File: src/rtl/lsu_byte_sequencer_if.sv
// Bus bundle between the CPU memory stage, the load/store sequencer and the byte-wide data_mem.
// Port summary: req_* carry the CPU request (valid/ready), rsp_* the one-cycle completion pulse,
// mem_* the byte access to data_mem. The slave modport is the sequencer; master is the CPU/memory side.
interface lsu_byte_sequencer_if #(
  parameter int DATA_WIDTH = 32,
  parameter int ADDR_WIDTH = 32
);
  // CPU request
  logic                  req_valid_i;
  logic                  req_ready_o;
  logic                  req_we_i;
  logic [2:0]            req_funct3_i;
  logic [ADDR_WIDTH-1:0] req_addr_i;
  logic [DATA_WIDTH-1:0] req_wdata_i;
  // CPU response
  logic                  rsp_valid_o;
  logic [DATA_WIDTH-1:0] rsp_rdata_o;
  logic                  rsp_err_o;
  // data_mem byte port
  logic [ADDR_WIDTH-1:0] mem_addr_o;
  logic [DATA_WIDTH-1:0] mem_wdata_o;
  logic                  mem_we_o;
  logic [2:0]            mem_funct3_o;
  logic [DATA_WIDTH-1:0] mem_rdata_i;

  modport slave (
    input  req_valid_i, req_we_i, req_funct3_i, req_addr_i, req_wdata_i, mem_rdata_i,
    output req_ready_o, rsp_valid_o, rsp_rdata_o, rsp_err_o,
           mem_addr_o, mem_wdata_o, mem_we_o, mem_funct3_o
  );

  modport master (
    output req_valid_i, req_we_i, req_funct3_i, req_addr_i, req_wdata_i, mem_rdata_i,
    input  req_ready_o, rsp_valid_o, rsp_rdata_o, rsp_err_o,
           mem_addr_o, mem_wdata_o, mem_we_o, mem_funct3_o
  );
endinterface

File: src/rtl/lsu_byte_sequencer.sv
// Load/store sequencer: splits LB/LH/LW/LBU/LHU/SB/SH/SW into one data_mem byte access per cycle
// and assembles load results with sign/zero extension. Latency: N byte cycles then a one-cycle
// rsp_valid_o pulse (N = 1/2/4); unsupported funct3 responds with rsp_err_o one cycle after accept.
// Backpressure: req_ready_o is high only when idle (busy_o = !req_ready_o stalls the pipeline);
// responses cannot be stalled. Ports: clk, rst_n_i (sync, active-low), bus (slave), busy_o.
module lsu_byte_sequencer #(
  parameter int DATA_WIDTH = 32,
  parameter int ADDR_WIDTH = 32
) (
  input  logic                  clk,
  input  logic                  rst_n_i,
  lsu_byte_sequencer_if.slave   bus,
  output logic                  busy_o
);

  typedef enum logic [1:0] {
    IDLE   = 2'd0,
    ACCESS = 2'd1,
    DONE   = 2'd2
  } state_t;

  state_t                state_q, state_d;
  logic [1:0]            cnt_q, cnt_d;       // current byte lane
  logic [DATA_WIDTH-1:0] asm_q, asm_d;       // load assembly register
  logic                  we_q, we_d;
  logic [2:0]            f3_q, f3_d;
  logic [ADDR_WIDTH-1:0] addr_q, addr_d;
  logic [DATA_WIDTH-1:0] wdata_q, wdata_d;
  logic                  err_q, err_d;

  // Only the low byte of the memory read port carries data.
  logic unused_rdata_hi;
  assign unused_rdata_hi = ^bus.mem_rdata_i[DATA_WIDTH-1:8];

  // Loads accept 000/001/010/100/101; stores only the signed encodings 000/001/010.
  function automatic logic f3_legal(input logic we, input logic [2:0] f3);
    case (f3)
      3'b000, 3'b001, 3'b010: f3_legal = 1'b1;
      3'b100, 3'b101:         f3_legal = !we;
      default:                f3_legal = 1'b0;
    endcase
  endfunction

  // Index of the final byte; only reached for legal encodings (byte/half/word in f3[1:0]).
  function automatic logic [1:0] last_idx(input logic [2:0] f3);
    case (f3[1:0])
      2'b00:   last_idx = 2'd0;
      2'b01:   last_idx = 2'd1;
      default: last_idx = 2'd3;
    endcase
  endfunction

  // Next-state logic
  always_comb begin
    state_d = state_q;
    cnt_d   = cnt_q;
    asm_d   = asm_q;
    we_d    = we_q;
    f3_d    = f3_q;
    addr_d  = addr_q;
    wdata_d = wdata_q;
    err_d   = err_q;
    case (state_q)
      IDLE: begin
        if (bus.req_valid_i) begin
          we_d    = bus.req_we_i;
          f3_d    = bus.req_funct3_i;
          addr_d  = bus.req_addr_i;
          wdata_d = bus.req_wdata_i;
          cnt_d   = 2'd0;
          asm_d   = '0;
          err_d   = !f3_legal(bus.req_we_i, bus.req_funct3_i);
          // An unsupported request skips memory entirely and just reports the error.
          state_d = f3_legal(bus.req_we_i, bus.req_funct3_i) ? ACCESS : DONE;
        end
      end
      ACCESS: begin
        if (!we_q) begin
          asm_d[{cnt_q, 3'b000} +: 8] = bus.mem_rdata_i[7:0];
        end
        if (cnt_q == last_idx(f3_q)) begin
          state_d = DONE;
        end else begin
          cnt_d = cnt_q + 2'd1;
        end
      end
      DONE: begin
        state_d = IDLE;
      end
      default: begin
        state_d = IDLE;
      end
    endcase
  end

  // Output decode, purely from registered state
  logic                  ready;
  logic                  mem_we;
  logic [ADDR_WIDTH-1:0] mem_addr;
  logic [DATA_WIDTH-1:0] mem_wdata;
  logic                  rsp_valid;
  logic [DATA_WIDTH-1:0] rsp_rdata;
  logic                  rsp_err;

  always_comb begin
    ready     = (state_q == IDLE);
    mem_we    = 1'b0;
    mem_addr  = '0;
    mem_wdata = '0;
    rsp_valid = 1'b0;
    rsp_rdata = '0;
    rsp_err   = 1'b0;
    if (state_q == ACCESS) begin
      // Address wraps modulo 2^ADDR_WIDTH for misaligned accesses at the top of memory.
      mem_addr = addr_q + ADDR_WIDTH'(cnt_q);
      mem_we   = we_q;
      if (we_q) begin
        mem_wdata = {{(DATA_WIDTH-8){1'b0}}, wdata_q[{cnt_q, 3'b000} +: 8]};
      end
    end
    if (state_q == DONE) begin
      rsp_valid = 1'b1;
      rsp_err   = err_q;
      if (!we_q && !err_q) begin
        case (f3_q)
          3'b000:  rsp_rdata = {{(DATA_WIDTH-8){asm_q[7]}}, asm_q[7:0]};
          3'b001:  rsp_rdata = {{(DATA_WIDTH-16){asm_q[15]}}, asm_q[15:0]};
          3'b100:  rsp_rdata = {{(DATA_WIDTH-8){1'b0}}, asm_q[7:0]};
          3'b101:  rsp_rdata = {{(DATA_WIDTH-16){1'b0}}, asm_q[15:0]};
          default: rsp_rdata = asm_q;
        endcase
      end
    end
  end

  assign bus.req_ready_o  = ready;
  assign busy_o           = !ready;
  assign bus.mem_we_o     = mem_we;
  assign bus.mem_addr_o   = mem_addr;
  assign bus.mem_wdata_o  = mem_wdata;
  assign bus.mem_funct3_o = mem_we ? 3'b000 : 3'b100;
  assign bus.rsp_valid_o  = rsp_valid;
  assign bus.rsp_rdata_o  = rsp_rdata;
  assign bus.rsp_err_o    = rsp_err;

  // State registers; reset aborts any operation in flight without a response.
  always_ff @(posedge clk) begin
    if (!rst_n_i) begin
      state_q <= IDLE;
      cnt_q   <= 2'd0;
      asm_q   <= '0;
      we_q    <= 1'b0;
      f3_q    <= 3'b000;
      addr_q  <= '0;
      wdata_q <= '0;
      err_q   <= 1'b0;
    end else begin
      state_q <= state_d;
      cnt_q   <= cnt_d;
      asm_q   <= asm_d;
      we_q    <= we_d;
      f3_q    <= f3_d;
      addr_q  <= addr_d;
      wdata_q <= wdata_d;
      err_q   <= err_d;
    end
  end

endmodule

File: src/flat_wrapper.sv
// flat-port wrapper written by rule: the top's interface ports become plain ports
module lsu_byte_sequencer_flat 
#(
  parameter int DATA_WIDTH = 32,
  parameter int ADDR_WIDTH = 32
)
  (clk, rst_n_i, busy_o, bus_req_valid_i, bus_req_we_i, bus_req_funct3_i, bus_req_addr_i, bus_req_wdata_i, bus_mem_rdata_i, bus_req_ready_o, bus_rsp_valid_o, bus_rsp_rdata_o, bus_rsp_err_o, bus_mem_addr_o, bus_mem_wdata_o, bus_mem_we_o, bus_mem_funct3_o);
  lsu_byte_sequencer_if #(.DATA_WIDTH(DATA_WIDTH), .ADDR_WIDTH(ADDR_WIDTH)) bus_i ();
  input  logic clk;
  input  logic rst_n_i;
  output logic busy_o;
  input wire logic [$bits(bus_i.req_valid_i)-1:0] bus_req_valid_i;
  input wire logic [$bits(bus_i.req_we_i)-1:0] bus_req_we_i;
  input wire logic [$bits(bus_i.req_funct3_i)-1:0] bus_req_funct3_i;
  input wire logic [$bits(bus_i.req_addr_i)-1:0] bus_req_addr_i;
  input wire logic [$bits(bus_i.req_wdata_i)-1:0] bus_req_wdata_i;
  input wire logic [$bits(bus_i.mem_rdata_i)-1:0] bus_mem_rdata_i;
  output wire logic [$bits(bus_i.req_ready_o)-1:0] bus_req_ready_o;
  output wire logic [$bits(bus_i.rsp_valid_o)-1:0] bus_rsp_valid_o;
  output wire logic [$bits(bus_i.rsp_rdata_o)-1:0] bus_rsp_rdata_o;
  output wire logic [$bits(bus_i.rsp_err_o)-1:0] bus_rsp_err_o;
  output wire logic [$bits(bus_i.mem_addr_o)-1:0] bus_mem_addr_o;
  output wire logic [$bits(bus_i.mem_wdata_o)-1:0] bus_mem_wdata_o;
  output wire logic [$bits(bus_i.mem_we_o)-1:0] bus_mem_we_o;
  output wire logic [$bits(bus_i.mem_funct3_o)-1:0] bus_mem_funct3_o;
  assign bus_i.req_valid_i = bus_req_valid_i;
  assign bus_i.req_we_i = bus_req_we_i;
  assign bus_i.req_funct3_i = bus_req_funct3_i;
  assign bus_i.req_addr_i = bus_req_addr_i;
  assign bus_i.req_wdata_i = bus_req_wdata_i;
  assign bus_i.mem_rdata_i = bus_mem_rdata_i;
  assign bus_req_ready_o = bus_i.req_ready_o;
  assign bus_rsp_valid_o = bus_i.rsp_valid_o;
  assign bus_rsp_rdata_o = bus_i.rsp_rdata_o;
  assign bus_rsp_err_o = bus_i.rsp_err_o;
  assign bus_mem_addr_o = bus_i.mem_addr_o;
  assign bus_mem_wdata_o = bus_i.mem_wdata_o;
  assign bus_mem_we_o = bus_i.mem_we_o;
  assign bus_mem_funct3_o = bus_i.mem_funct3_o;
  lsu_byte_sequencer #(.DATA_WIDTH(DATA_WIDTH), .ADDR_WIDTH(ADDR_WIDTH)) u_core (.clk(clk), .rst_n_i(rst_n_i), .bus(bus_i), .busy_o(busy_o));
endmodule
File: config.mk
export PLATFORM = sky130hd
export DESIGN_NAME = lsu_byte_sequencer_flat
export DESIGN_NICKNAME = d
export VERILOG_FILES = /design/src/rtl/lsu_byte_sequencer_if.sv /design/src/rtl/lsu_byte_sequencer.sv /design/src/flat_wrapper.sv
export SDC_FILE = /design/constraint.sdc
export NUM_CORES = 1
export LEC_CHECK = 0
export CAP_MARGIN = 20
export CORE_ASPECT_RATIO = 0.6
export CORE_MARGIN = 3
export CORE_UTILIZATION = 40
export CTS_CLUSTER_SIZE = 40
export DETAILED_ROUTE_END_ITERATION = 16
export PLACE_DENSITY = 0.78
export SLEW_MARGIN = 10
export SYNTH_ARGS = -nofsm -noshare
export SYNTH_HDL_FRONTEND = slang
export SYNTH_SLANG_ARGS = --single-unit
File: constraint.sdc
create_clock -name clk -period 2.75 [get_ports clk]
set_input_delay 0.4125 -clock clk [delete_from_list [all_inputs] [get_ports clk]]
set_output_delay 0.4125 -clock clk [all_outputs]
set_load 0.01 [all_outputs]
==> results of run 1 <==
## logic make-up after synthesis
logic type / Yosys count / synth area share [%]
buf+inv: 103 / 9.097
flops: 105 / 35.96
xor+xnor: 13 / 1.948
other cells: 1 / 0.06415
mux: 9 / 3.253
simple gates: 309 / 26.54
fa+ha+maj: 7 / 1.627
compound gates: 185 / 21.51
## report_power, final
part	leakage [nW]	internal (mW)	switching, mW
logic	2.05	0.291	0.327
registers	0.860	1.60	0.0499
clock network	0.154	0.659	0.657
## metal layers
metal / global-route usage (%) / up-vias
li1: - / 2823
met1: 32.31 / 2711
met2: 30.05 / 242
met3: 6.492 / 18
met4: 3.342 / 0
met5: 0 / -
## final timing paths
path                                          from                 end  cells after the start
worst max-delay path             u_core.addr_q[11]  bus_mem_addr_o[21]                      6
worst min-delay path            u_core.wdata_q[21]  u_core.wdata_q[21]                      2
worst max register to register     u_core.cnt_q[0]    u_core.asm_q[10]                      8
worst min register to register  u_core.wdata_q[21]  u_core.wdata_q[21]                      2
## area by class of cell
type                    instances  area, µm²
fillers                      1269       5789
flip-flops and latches        105       2110
multi-input cells             549       3428
well taps                     192      240.2
inverters                      24      90.09
repair buffers                216       1979
clock inverters                 7      93.84
clock buffers                   9      225.2
## sequential cells by signal, indices dropped and copies added (netlist names)
name / flops
u_core.cnt_q: 2
u_core.state_q: 2
u_core.addr_q: 32
u_core.f3_q: 3
u_core.wdata_q: 32
u_core.we_q: 1
u_core.asm_q: 32
u_core.err_q: 1
## cell usage in the layout, fill, tap and decap left out, types with 5 or more instances in the layout
cell,count
nand2b_1,20
or4_4,5
mux4_2,8
xor2_1,12
a21oi_2,11
nor2_1,15
nand3_1,25
buf_4,56
and3_1,12
nand2_1,153
dlymetal6s2s_1,5
a21boi_0,85
nor2b_1,17
nand4_1,12
o21ai_0,13
clkdlybuf4s50_1,132
conb_1,26
dfxtp_2,6
a21oi_1,34
or4_1,9
buf_2,11
dfxtp_1,99
ha_1,5
a22oi_1,16
o31ai_1,12
and2_1,11
inv_1,24
clkbuf_16,9
## timing repair
| item | CTS | global route |
|---|---|---|
| pin swaps | 7 | 15 |
| resized for setup | 51 | 50 |
| setup buffers | 2 | 0 |
| endpoints found under the setup margin | 19 | 30 |
## through the flow
stage | power (mW) | utilization [%]
final | 3.581 | 58.52
after global routing | 3.763 | 58.52
after CTS | 3.606 | 58.17
after detailed placement | 2.285 | 55.68
after global placement | 2.275 | 55.68
after floorplan | 2.012 | -
## worst reg2reg max path: cells and delay by family, from the launching register on
| kind | cells | cell delay [ps] |
|---|---|---|
| buffers and inverters | 3 | 640 |
| AOI/OAI and AO/OA | 2 | 450 |
| adders and majority gates | 1 | 380 |
| and+or+nand+nor | 2 | 340 |
| DFF | 1 | 330 |
==> summary.txt, run 1 <==
STA
  – Slew @ Worst Pin: 891.9 ps
  – Tcrit/Tclk final: 97.19%
  – F_max: 374.2 MHz
  – Slew Limit Fails: 0
  – Final Hold Viols: 0
  – Setup Viol. Count Final: 0
  – Smallest setup slack after layout: 77.30 ps
  – Hold WS: 465.7 ps
  – Final clock skew: 9.999 ps
  – RSZ-0062 raised after global routing: true
  – Post-layout min period: 2673 ps
  – Fin Setup TNS: 0 ps
  – Relative slew slack: 39.79%

Route
  – DRC viols: 0
  – TritonRoute pass-1 iters: 5
  – Met2 WL post-DR: 7590 µm
  – Met3 WL: 1552 µm
  – Wl on met1: 8654 µm
  – DR vias: 5794
  – Drt total wl: 17910 µm
  – Final ANT Viol Nets: 0
  – Wire length per cell: 16.25 µm
  – Uppermost routed layer: met4
  – DRC violation total after the first TritonRoute iteration: 529
  – Vias/cell: 5.258

Job
  – # Max-Cap Violations: 0

Placement
  – HPWL Detailed: 12530 µm
  – Placement Setup Slack: -56.80 ps
  – Buffers added on ports: 156
  – Placed Area: 7770 µm²
  – GP Congestion: 0.8914
  – Placed Cells: 1085

Global route
  – GRT overflow: 0
  – Vias in the first global route: 5314
  – Total Routing Usage GR: 21.31%
  – First-pass GRT wire length: 28020 µm
  – Initial antenna violation count: 0
  – Largest net degree at the start of global routing: 72

Synth
  – Mapped Cells: 732
  – Sequential area share after synthesis: 35.96%
  – Yosys cell types: 54
  – Asr flop ratio synth: 0%
  – EDFF count, synth: 0
  – Ys flop type: dfxtp_1
  – Seq cells post-synth: 105
  – Top post-synthesis cells by count: nand2_1, dfxtp_1, a21boi_0, a21oi_1, clkbuf_1
  – Cell taking the most area after synthesis: dfxtp_1
  – Synth warn: 0
  – Most numerous cell in the Yosys netlist: nand2_1
  – Syn Std Cell Area: 5846 µm²
  – Share of the synthesized area in the top cell type: 35.96%
  – Top cells by area, synth: dfxtp_1, a21boi_0, nand2_1
  – Syn_area_per_cell: 7.986 µm²

Worst setup path
  – Largest stage delay on the critical path: 480 ps
  – Critical path type: reg -> out
  – Crit path max fanout: 8
  – Data arrival time of the worst path: 2260 ps
  – Req. time, crit path: 2340 ps
  – Crit-path cells: nand4_1 -> or3_4 -> buf_4 -> or4_1 -> a21oi_2 -> buf_2
  – Worst path bufs/invs: 2
  – CP Capture Type: primary output
  – Critical Path Start Type: register
  – Largest delay share family, worst path: simple AND/OR/NAND/NOR gates
  – CP max-delay cell: or3_4
  – Reg2reg setup slack: 560 ps

Pwr
  – Peak supply drop: 0.2761 mV
  – Power Density: 438.5 nW/µm²
  – Lkg Pwr: 3.068 nW

Die
  – Ports: 207
  – Die X: 162.1 µm
  – Core ar.: 13960 µm²
  – DIE AREA: 16150 µm²
  – Initial Utilization: 41.89%
  – Die Ht: 99.64 µm
  – FP Rows: 33

Cells and area
  – Ant. Diodes: 0
  – Share of post-route cells with drive strength above 1: 16.04%
  – Area added between synthesis and finish: 39.70%
  – Fin cells: 1102
  – Final Cell Area: 8167 µm²
  – Fin nets: 1015

Clock network
  – CTS sink cnt: 105
  – CTS tree: built
  – Inserted Clock Buffers: 9
  – Root buf cell: clkbuf_16
  – H-Tree Depth: 3
  – Hold buffer count at CTS: 0
  – Worst-Skew Late Latency: 350 ps
  – Worst-path clk slew: 80 ps
  – Clk buf depth: 2

Run status
  – Outcome: completed

Worst hold path
  – Hold Path Class: reg -> reg
No activity file was read; power rests on OpenSTA's default activity.
==> run 2: changes to the inputs <==
--- a/config.mk
+++ b/config.mk
@@ -5,13 +5,14 @@
 export SDC_FILE = /design/constraint.sdc
 export NUM_CORES = 1
 export LEC_CHECK = 0
-export CAP_MARGIN = 20
+export CAP_MARGIN = 0
 export CORE_ASPECT_RATIO = 0.6
 export CORE_MARGIN = 3
 export CORE_UTILIZATION = 40
 export CTS_CLUSTER_SIZE = 40
 export DETAILED_ROUTE_END_ITERATION = 16
 export PLACE_DENSITY = 0.78
+export REMOVE_ABC_BUFFERS = 1
 export SLEW_MARGIN = 10
 export SYNTH_ARGS = -nofsm -noshare
 export SYNTH_HDL_FRONTEND = slang
==> run 2 against run 1 <==
The run now ends with negative setup slack left. Flip-flop and latch count unchanged. Cell count increased by 2.4%. Sequential power about the same. Clock skew decreased by 5.9 ps. Hold slack got worse by 2.2 ps. Wire length increased by 1.3%. Global-route usage increased by 0.52 points. Maximum frequency decreased by 6.3%. Critical path type unchanged. Largest cell class unchanged. Largest power group unchanged. Highest routed layer unchanged.
==> summary.txt, run 2 (synthesized netlist as in run 1, its figures left out) <==
Clock network
  – Worst-Skew Late Latency: 340 ps
  – Inserted Clock Buffers: 9
  – H-Tree Depth: 3
  – Clk buf depth: 2
  – CTS sink cnt: 105
  – CTS tree: built
  – Root buf cell: clkbuf_16
  – Worst-path clk slew: 70 ps

STA
  – RSZ-0062 raised after global routing: true
  – Relative slew slack: 41.62%
  – F_max: 350.8 MHz
  – Final clock skew: 4.128 ps
  – Slew Limit Fails: 0
  – Smallest setup slack after layout: -101.0 ps
  – Post-layout min period: 2851 ps
  – Tcrit/Tclk final: 103.7%
  – Slew @ Worst Pin: 864.7 ps
  – Final Hold Viols: 0
  – Setup Viol. Count Final: 10
  – Fin Setup TNS: -535.6 ps

Die
  – Die X: 162.1 µm
  – DIE AREA: 16150 µm²
  – Die Ht: 99.64 µm
  – Ports: 207
  – FP Rows: 33
  – Core ar.: 13960 µm²
  – Initial Utilization: 41.89%

Worst setup path
  – Largest stage delay on the critical path: 490 ps
  – Worst setup path start: u_core.addr_q[12]
  – Reg-to-reg startpoint: u_core.cnt_q[0]
  – Req. time, crit path: 2340 ps
  – CP max-delay cell: or3_4
  – Reg2reg setup slack: 550 ps
  – Reg2reg end: u_core.asm_q[12]
  – Crit path max fanout: 6
  – R2R cell count: 8
  – CP Capture Type: primary output
  – Crit-path cells: nand4_1 -> or3_4 -> buf_4 -> buf_4 -> or4_1 -> a21oi_1 -> buf_2
  – Worst setup path endpoint: bus_mem_addr_o[21]
  – Data arrival time of the worst path: 2440 ps
  – Most common cell on crit path: buf_4
  – Critical Path Start Type: register
  – Critical path type: reg -> out

Placement
  – GP Congestion: 0.8701
  – Buffers added on ports: 156
  – HPWL Detailed: 12660 µm
  – Placement Setup Slack: -132.8 ps

Route
  – TritonRoute pass-1 iters: 5
  – DRC violation total after the first TritonRoute iteration: 474
  – DR vias: 5848
  – Vias/cell: 5.184
  – DRC viols: 0
  – Final ANT Viol Nets: 0
  – Wire length per cell: 16.09 µm
  – Drt total wl: 18150 µm

Cells and area
  – Fill cell count: 1303
  – Most common cell after layout, fill and taps aside: nand2_1
  – Biggest regs: u_core.addr_q x32, u_core.asm_q x32, u_core.wdata_q x32
  – Commonest non-fill, non-tap cells in the layout: nand2_1, clkdlybuf4s50_1, dfxtp_1
  – Area added between synthesis and finish: 42.25%
  – Fin util: 59.58%
  – Fin nets: 1041
  – Share of post-route cells with drive strength above 1: 18.38%
  – Ant. Diodes: 0

Worst hold path
  – HP Start: u_core.wdata_q[22]
  – Hold Path Class: reg -> reg

Pwr
  – Peak supply drop: 0.3132 mV
  – Int Power: 2.537 mW
  – Power Density: 419.7 nW/µm²
  – Flop pwr share: 47.2%
  – Sw power: 0.9532 mW
  – Tot Pwr: 3.490 mW
  – Lkg Pwr: 3.116 nW
  – Clock network fraction of total power: 34.9%
  – Switching Fraction: 27.31%
  – Comb pwr share: 17.9%

Global route
  – First-pass GRT wire length: 28370 µm
  – Largest net degree at the start of global routing: 72
  – Vias in the first global route: 5322
  – Total Routing Usage GR: 21.83%
  – Initial antenna violation count: 0
  – GRT overflow: 0

Run status
  – Outcome: complete, but fails checks
  – Failing checks: negative setup slack

Job
  – # Max-Cap Violations: 0
-- run 2: cell types whose count changed in the layout (fill, tap and decap cells not counted), sizes merged --
cell,delta
inv,-3
buf,+28
clkdlybuf4s15,+1
clkinvlp,+2
clkdlybuf4s50,+2
dlymetal6s2s,-2
dlygate4sd2,-1
or4,+1
clkinv,-2
-- run 2: worst max-delay path: cells and delay by family (launching register included) --
kind	cells	cell delay, ps
compound gates	1	140
buf+inv	3	450
flops	1	330
simple gates	3	1170
-- run 2: cell type report --
class	count	area [µm²]	share of cell area, %
tap	192	240.2	2.889
clock inverter	4	28.78	0.3461
multi-input combinational	550	3396	40.84
sequential	105	2123	25.53
clock buffer	12	246.5	2.964
inverter	24	90.09	1.083
timing repair buffer	241	2191	26.35
-- run 2: metal layers --
metal  GRT usage, %  wire (µm)  up-vias
met5              0          0        -
met1          33.97       9070     2751
met4          3.080         81        0
li1               -          -     2870
met3          5.743       1458        8
met2          30.47       7534      219
-- run 2: what timing repair did --
action,4_1_cts,5_1_grt
gates cloned,1,0
setup buffers,18,1
setup endpoints to repair,19,26
gates resized for setup,86,21
hold buffers,0,0
pin swaps,16,15
-- run 2: worst min-delay path by stage --
stage / endpoint / slack [ps] / cells after the start
5_1_grt: u_core.wdata_q[31] / 480 / 2
6_report: u_core.wdata_q[22] / 460 / 2
2_1_floorplan: u_core.wdata_q[16] / 440 / 2
3_3_place_gp: u_core.wdata_q[29] / 450 / 2
4_1_cts: u_core.wdata_q[31] / 470 / 2
3_5_place_dp: u_core.wdata_q[29] / 460 / 2
-- run 2: metrics by stage --
stage	std cells	hold slack (ps)	cell area [µm²]
2_1_floorplan	678	440.2	5498
3_3_place_gp	1092	447.9	7835
3_5_place_dp	1092	456.8	7835
4_1_cts	1127	467.1	8270
5_1_grt	1128	480.6	8315
6_report	1128	463.5	8315
-- run 2: power by group through the flow --
stage | sequential, mW | clock [mW] | combinational [mW]
CTS | 1.64 | 1.24 | 0.618
detailed placement | 1.67 | 0 | 0.617
floorplan | 1.69 | 0 | 0.265
finish | 1.65 | 1.22 | 0.623
global placement | 1.67 | 0 | 0.610
global route | 1.66 | 1.30 | 0.685
==> run 3: changes to the inputs <==
--- a/config.mk
+++ b/config.mk
@@ -11,6 +11,7 @@
 export CORE_UTILIZATION = 40
 export CTS_CLUSTER_SIZE = 40
 export DETAILED_ROUTE_END_ITERATION = 16
+export GPL_TIMING_DRIVEN = 0
 export PLACE_DENSITY = 0.78
 export REMOVE_ABC_BUFFERS = 1
 export SLEW_MARGIN = 10
==> run 3 against run 2 <==
The flow still finishes with violations (negative setup slack). Combinational power is 11% lower. Global-route usage about the same. Core utilization fell by 1.4 points. Wire length is essentially flat. Count of clock-buffer cells in the layout is 2 lower. Largest cell class unchanged. Power is 0.56% lower. Flip-flop and latch count stayed put. Sequential share of layout area rose by 1.2 points. Maximum frequency decreased by 0.17%. Non-clock buffer count decreased by 41. Die area is the same. Clock power about the same.
==> summary.txt, run 3 (synthesized netlist as in run 1, its figures left out) <==
STA
  – Relative slew slack: 35.25%
  – Slew Limit Fails: 0
  – Final Hold Viols: 0
  – Final clock skew: 5.811 ps
  – Post-layout min period: 2856 ps
  – RSZ-0062 raised after global routing: true
  – Setup Viol. Count Final: 6
  – F_max: 350.2 MHz
  – Smallest setup slack after layout: -105.8 ps
  – Tcrit/Tclk final: 103.8%
  – Slew @ Worst Pin: 959.1 ps

Cells and area
  – Final Cell Area: 8117 µm²
  – Commonest non-fill, non-tap cells in the layout: nand2_1, clkdlybuf4s50_1, a21boi_0
  – Fill cell count: 1342
  – Ant. Diodes: 0
  – Fin nets: 1001
  – Biggest regs: u_core.addr_q x32, u_core.asm_q x32, u_core.wdata_q x32
  – Area added between synthesis and finish: 38.85%
  – Share of post-route cells with drive strength above 1: 16.96%
  – Most common cell after layout, fill and taps aside: nand2_1

Placement
  – Placement Setup Slack: -1191 ps
  – Placed Area: 7385 µm²
  – HPWL Detailed: 12130 µm
  – GP Congestion: 0.8190
  – Buffers added on ports: 156

Job
  – # Max-Cap Violations: 0

Worst setup path
  – CP Capture Type: primary output
  – Critical Path Start Type: register
  – Worst setup path start: u_core.addr_q[6]
  – Data arrival time of the worst path: 2440 ps
  – Critical path type: reg -> out
  – Reg2reg setup slack: 240 ps
  – Reg2reg end: u_core.asm_q[8]
  – Reg-to-reg startpoint: u_core.cnt_q[0]
  – Crit path max fanout: 5
  – Req. time, crit path: 2340 ps
  – R2R cell count: 7
  – Worst setup path endpoint: bus_mem_addr_o[30]

Pwr
  – Tot Pwr: 3.471 mW
  – Flop pwr share: 48.7%
  – Lkg Pwr: 2.915 nW
  – Power Density: 427.6 nW/µm²
  – Int Power: 2.493 mW
  – Clock network fraction of total power: 35.4%
  – Sw power: 0.9776 mW
  – Comb pwr share: 15.9%
  – Peak supply drop: 0.3099 mV
  – Switching Fraction: 28.17%

Die
  – Die Ht: 99.64 µm
  – Initial Utilization: 41.89%
  – Ports: 207
  – Core ar.: 13960 µm²
  – FP Rows: 33
  – DIE AREA: 16150 µm²
  – Die X: 162.1 µm

Global route
  – Vias in the first global route: 5251
  – Initial antenna violation count: 0
  – Total Routing Usage GR: 21.79%
  – Largest net degree at the start of global routing: 86
  – First-pass GRT wire length: 28340 µm
  – GRT overflow: 0

Clock network
  – CTS sink cnt: 105
  – Worst-path clk slew: 70 ps
  – Hold buffer count at CTS: 0
  – CTS tree: built
  – H-Tree Depth: 3
  – Inserted Clock Buffers: 9
  – Root buf cell: clkbuf_16
  – Clk buf depth: 2
  – Worst-Skew Late Latency: 340 ps

Run status
  – Failing checks: negative setup slack
  – Outcome: complete, but fails checks

Route
  – Final ANT Viol Nets: 0
  – DRC violation total after the first TritonRoute iteration: 431
  – Drt total wl: 18160 µm
  – DRC viols: 0
  – TritonRoute pass-1 iters: 5
  – DR vias: 5759
  – Wire length per cell: 16.69 µm
  – Vias/cell: 5.293

Worst hold path
  – Hold Path Class: in -> reg
==> run 3: cell count changes in the layout (fill, tap and decap cells not counted), moves of 3 or more <==
cell,delta
dfxtp_4,+12
buf_4,-35
dfxtp_1,-10
clkbuf_2,+3
buf_2,-3
buf_6,-3
==> run 3: worst max-delay path, stage by stage (launching register included) <==
cell and delay (ps):
dfxtp_4 360, nand4_1 200, or4_4 620, buf_6 160, or4_1 470, a21oi_1 150
buf_2 160
==> run 3: what timing repair did <==
action,CTS,global route
gates resized for setup,108,30
pin swaps,20,17
setup buffers,30,8
endpoints found under the setup margin,105,87
cloned,2,0
==> run 3: power groups by stage <==
stage	clock network [mW]	registers [mW]	logic [mW]
after detailed placement	0	1.72	0.520
after floorplan	0	1.69	0.265
after global routing	1.33	1.70	0.605
after CTS	1.28	1.69	0.541
after global placement	0	1.72	0.522
final	1.23	1.69	0.552
==> run 3: worst min path at each step <==
| stage | start | to | slack (ps) | cells past startpoint |
|---|---|---|---|---|
| after global placement | u_core.wdata_q[18] | u_core.wdata_q[18] | 450 | 2 |
| after global routing | rst_n_i | u_core.wdata_q[29] | 430 | 2 |
| after floorplan | u_core.wdata_q[16] | u_core.wdata_q[16] | 440 | 2 |
| final | rst_n_i | u_core.addr_q[28] | 440 | 2 |
| after detailed placement | u_core.wdata_q[27] | u_core.wdata_q[27] | 460 | 2 |
| after CTS | rst_n_i | u_core.wdata_q[27] | 430 | 2 |
==> run 3: metrics by stage <==
stage / TNS, ps / utilization [%] / std cells / hold slack, ps
final: -313.4 / 58.16 / 1088 / 440.1
after floorplan: -152460 / - / 678 / 440.2
after detailed placement: -47480 / 52.91 / 1032 / 456.1
after global routing: -2450 / 58.16 / 1088 / 433.2
after CTS: -175.9 / 57.32 / 1080 / 429.8
after global placement: -463640 / 52.30 / 1026 / 451.7
==> run 3: layout make-up <==
type	count	area, µm²	area share, %
Clock inverter	6	51.30	0.6320
Sequential cell	105	2166	26.68
Tap cell	192	240.2	2.960
Inverter	24	90.09	1.110
Timing Repair Buffer	200	1858	22.89
Multi-Input combinational cell	551	3482	42.90
Clock buffer	10	229.0	2.821
==> run 3: per-layer routing <==
layer	GRT usage, %	routed length [µm]
met2	31.18	7464
met5	0	0
met4	3.211	135
met3	6.950	1586
met1	32.52	8977
